`src/rtl/register_file_pkg.sv`:
```
// Shared sizing constants for the general-purpose register file.
package register_file_pkg;

   localparam int DATA_WIDTH = 32;
   localparam int ADDR_WIDTH = 5;
   localparam int NUM_REGS   = 32;
   localparam int ZERO_REG   = 0;

endpackage : register_file_pkg

```
`src/rtl/register_file.sv`:
```
// Two-read, one-write register file; register 0 is hard-wired to zero.
// Reads are combinational and reset clears every register on a clock edge.
module register_file
   import register_file_pkg::*;
#(
   parameter int DATA_WIDTH = register_file_pkg::DATA_WIDTH,
   parameter int ADDR_WIDTH = register_file_pkg::ADDR_WIDTH
) (
   input  logic                  clk,
   input  logic [ADDR_WIDTH-1:0] readReg1,
   input  logic [ADDR_WIDTH-1:0] readReg2,
   input  logic [ADDR_WIDTH-1:0] writeReg,
   input  logic [DATA_WIDTH-1:0] writeData,
   input  logic                  regWrite,
   input  logic                  rst_n,
   output logic [DATA_WIDTH-1:0] readData1,
   output logic [DATA_WIDTH-1:0] readData2
);

   localparam int Depth = 2 ** ADDR_WIDTH;
   localparam logic [ADDR_WIDTH-1:0] ZeroAddr = ADDR_WIDTH'(ZERO_REG);

   logic [DATA_WIDTH-1:0] regFile_r [Depth];
   logic [DATA_WIDTH-1:0] readData1_s;
   logic [DATA_WIDTH-1:0] readData2_s;
   logic                  writeEn_s;

   // Address 0 is never stored, so writes there are dropped here.
   assign writeEn_s = regWrite && (writeReg != ZeroAddr);

   // Storage update: synchronous reset wins over any write in the same cycle.
   always_ff @(posedge clk) begin
      if (!rst_n) begin
         for (int i = 0; i < Depth; i++) begin
            regFile_r[i] <= '0;
         end
      end else if (writeEn_s) begin
         regFile_r[writeReg] <= writeData;
      end else begin
         regFile_r[writeReg] <= regFile_r[writeReg];
      end
   end

   // Read port 1 mux, no bypass from the write port.
   always_comb begin
      readData1_s = '0;
      if (readReg1 == ZeroAddr) begin
         readData1_s = '0;
      end else begin
         readData1_s = regFile_r[readReg1];
      end
   end

   // Read port 2 mux, independent of port 1.
   always_comb begin
      readData2_s = '0;
      if (readReg2 == ZeroAddr) begin
         readData2_s = '0;
      end else begin
         readData2_s = regFile_r[readReg2];
      end
   end

   assign readData1 = readData1_s;
   assign readData2 = readData2_s;

endmodule : register_file

```
`config.mk`:
```
export PLATFORM = sky130hd
export DESIGN_NAME = register_file
export DESIGN_NICKNAME = d
export VERILOG_FILES = /design/src/rtl/register_file_pkg.sv /design/src/rtl/register_file.sv
export SDC_FILE = /design/constraint.sdc
export NUM_CORES = 2
export LEC_CHECK = 0
export CAP_MARGIN = 20
export CELL_PAD_IN_SITES_DETAIL_PLACEMENT = 1
export CELL_PAD_IN_SITES_GLOBAL_PLACEMENT = 2
export CORE_MARGIN = 3
export CORE_UTILIZATION = 35
export CTS_CLUSTER_SIZE = 12
export DETAILED_ROUTE_END_ITERATION = 12
export PLACE_DENSITY_LB_ADDON = 0.2
export RECOVER_POWER = 50
export SETUP_SLACK_MARGIN = 0.4
export SLEW_MARGIN = 20
export SYNTH_ARGS = -nofsm -noshare
export SYNTH_HDL_FRONTEND = slang
export SYNTH_SLANG_ARGS = --single-unit
```
`constraint.sdc`:
```
create_clock -name clk -period 9.1 [get_ports clk]
set_input_delay 1.365 -clock clk [delete_from_list [all_inputs] [get_ports clk]]
set_output_delay 1.365 -clock clk [all_outputs]
set_load 0.005 [all_outputs]
```
# [After elaboration in Yosys (flattened, before gate mapping)]
# Memories as Yosys holds them, arrays and structs flattened.
# Index checks and enable logic that the tools add are counted.
[totals] ram_bits=1024 out_inout_bits=64 inputBits=50 wordCells=22 reg_bits=0 memories=1
[classes] eq_ne=1 n_reduce_logical=6 bitwise_logic=1 mux=13
[memory_table] memory="regFile_r" depth=32 width=32 read_ports=2 rd_clocked_by_memory_dff=0 wr=32 line="register_file.sv:23" source="logic [DATA_WIDTH-1:0] regFile_r [Depth];"
[op_table] op="$mux 32" n=4
[op_table] op="$reduce_or 32->1" n=1
[op_table] op="$logic_not 5->1" n=2
[op_table] op="$mux 1" n=8
[op_table] op="$mux 5" n=1
[op_table] op="$reduce_bool 5->1" n=1
[op_table] op="$reduce_and 2->1" n=1
[op_table] op="$logic_and 1x1->1" n=1
[op_table] op="$ne 0x0->1" n=1
[op_table] op="$or 1x1->1" n=1

# [Longest topological paths before layout]
[depth] word_depth=9 ltp_mapped=9 ltp_nobuf=4

# [Worst setup path after synthesis]
# Ideal clock, no wire load.
[synth_path] path_kind="input port to flip-flop" startpoint="input rst_n" endpoint="memory regFile_r[24][0], enable pin" setup_ns=0.466 n_path_buf=2 required_ns=8.634 path_slack_ns=4.199 arrival_ns=4.435 cell_stages=5 cell_sequence="buf_2 -> nand2_1 -> or3_1 -> clkbuf_1 -> o21ai_0"
[synth_lines] element="start, declared" line="register_file.sv:15" source="input logic rst_n,"
[synth_lines] element="end, declared" line="register_file.sv:23"

==> results.md <==
* RePlAce Congestion at around 0.83
* Initial antenna violation count at 19
* Vias per inst at 6.065
* Leakage at 20.05 nW
* Most frequent cells in the layout: 1024 x edfxtp_1, 648 x and2_1, 470 x mux4_2, 347 x and2_0, 154 x mux2i_1
* Global routing usage on met3 at 0.04160
* Post-route cell area at slightly above 0.06 sq mm
* Mapped Cells at ~3500
* GR Util met1 at 0.3439
* Max Cap Viol at 21
* Clk sinks at around 1000
* Drt initial violations at 3797
* Largest register FFs at ~1000
* Initial core utilization at 0.3543
* Worst Max-Slew Pin Slew at roughly 4.0 ns
* CP peak stage delay at about 2.8 ns
* CTS Buf Count at approximately 120
* CTS root buffer: clkbuf_16
* Final min period at around 7.7 ns
* Post-synth EDFFs at ~1000
* Rel. slew slack at -1.658
* Ys Warns at 0
* Slowest CP cell: clkbuf_1
* DRC at 0
* Slew Limit Fails at between 600 and 700
* Tot GR Track Use at 0.2581
* Number of synthesized register bits at about 1000
* Bufs on Longest Clock Path at 3
* Fmax at ~0.13 GHz
* Sequential area share after synthesis at 0.5673
* Gr busiest metal: met2
* Area of the core at roughly 0.15 sq mm
* Cell Pwr Density at ~190 mW/mm^2
* Length of the first detailed-routing pass in iterations at 6
* Setup violators final at 0
* Peak VDD IR at between 0.0001 and 0.00015 V
* Cell Area, Synth at around 0.054 sq mm
* Critical Path Source Type: input port
* Die width at between 300 and 400 um
* DP Area at around 0.058 sq mm
* Register area at around 0.031 sq mm
* Crit-path max FO at 36
* Regs by FF count: regFile_r (1024)
* Hold WC Path Type: in -> reg
* Final Hold Violating Endpoints at 0
* Power, Total at between 10 and 15 mW
* Routed len/inst at 36.75 um
* Failing checks: capacitance limit, slew limit
* Worst-path cell chain: clkbuf_1 -> nand4_1 -> nor2_2 -> clkbuf_1 -> and2_1
* Post-DP HPWL at ~120 mm
* DRT Wirelength at just over 200 mm
* I/O pins at approximately 110
* DR vias at 34120
* Row count at 143
* CP delay by family, top: buffers and inverters
* Final worst-path cycle share at 0.8480
* Critical Path RT at a little under 10 ns
* Main flop type after synthesis: edfxtp_1
* Largest net degree at the start of global routing at 75
* Status: complete, but fails checks
* Multi-input logic area at 0.02232 sq mm
* Count of different cell masters after synthesis at a little over 40
* Dpl cells at 5406
* Unrepaired setup endpoints after global routing: false
* Top cell by count, worst path: clkbuf_1
* Post-Layout Cell Count at about 5600
* Hold_buf cts at 0
* Critical Path End Type: flop
* Die Y at between 300 and 400 um
* First-pass GRT wire length at ~290 mm
* Post-CTS Setup Repair Bufs at 0
* Met2 GRT Util at 0.4229
* Vias in the first global route at roughly 36000
* Ys async rst share at 0
* Crit Path Class: in -> reg
* Clock slew at reported path FFs at ~0.060 ns
* H-Tree Depth at 3
* Hold Slack at roughly 1.3 ns
* Post-CTS Resized at 0
* Crit path arrival time at approximately 8.3 ns
* Detail Route Antenna Nets at 0
* Most common cell after layout, fill and taps aside: edfxtp_1
* Gr ovfl total at 0
* Total negative slack at 0 ns
* Area growth from synthesis to layout at 12.63%
* Share of layout cells above drive strength 1 at 0.2367
* CTS tree: done
* Layout Nets at between 3000 and 4000
* Final Util at 0.3991
* Dpl ws at 2.564 ns
* Die Area at ~0.16 sq mm
* Smallest setup slack after layout at ~1.4 ns
* Layout filler cell count at roughly 15000
* Biggest register: regFile_r
* CP bufs+invs at 2
* IO buf count at ~110
* Average size of a mapped cell at 15.45 sq um
where the power goes:
| group | switching (mW) | internal [mW] | leakage (nW) |
|---|---|---|---|
| clock | 1.95 | 2.53 | 1.72 |
| combinational | 0.856 | 0.605 | 8.57 |
| sequential | 0.145 | 5.46 | 9.75 |
area by class of cell:
cell class	instances	share of cell area
clock buffers	136	0.04878
diodes	17	0.0006968
inverters	2	0.0001230
repair buffers	224	0.03111
multi-input cells	2126	0.3656
clock inverters	67	0.008423
flip-flops and latches	1024	0.5037
well taps	2030	0.04160
Yosys cell counts (all sizes together) (18+ instances only):
cell / instances / share of area
o22ai: 79 / 0.0091
mux2i: 154 / 0.028
and2: 996 / 0.11
mux2: 30 / 0.0062
nor2: 36 / 0.0025
o221ai: 27 / 0.0044
o21ai: 33 / 0.0030
nor3: 54 / 0.0050
a2111oi: 29 / 0.0050
clkbuf: 275 / 0.019
buf: 113 / 0.014
a22o: 51 / 0.0082
a211oi: 34 / 0.0047
a22oi: 18 / 0.0025
edfxtp: 1024 / 0.57
mux4: 470 / 0.20
path summary, 6_finish.rpt:
kind / startpoint / endpoint / cells after the start
setup / recovery: rst_n / regFile_r[3][18]$_SDFFCE_PN0P_ / 5
hold / removal: writeData[25] / regFile_r[16][25]$_SDFFCE_PN0P_ / 2
per-layer routing:
layer | vias to the layer above | wire [um]
li1 | 13590 | -
met1 | 18440 | 82910
met2 | 1688 | 98830
met3 | 398 | 15120
met4 | 6 | 9861
met5 | - | 43
logic make-up (layout without fill, tap and decap cells):
group | Yosys count | count (layout) | share of synthesized area
and+or+nand+nor | 1149 | 1149 | 0.1297
DFF | 1024 | 1024 | 0.5673
muxes | 654 | 654 | 0.2300
buffers and inverters | 390 | 429 | 0.03333
AOI/OAI and AO/OA | 291 | 291 | 0.03961
other | 1 | 49 | 0.00006918
Power figures use the tool's default switching activity.
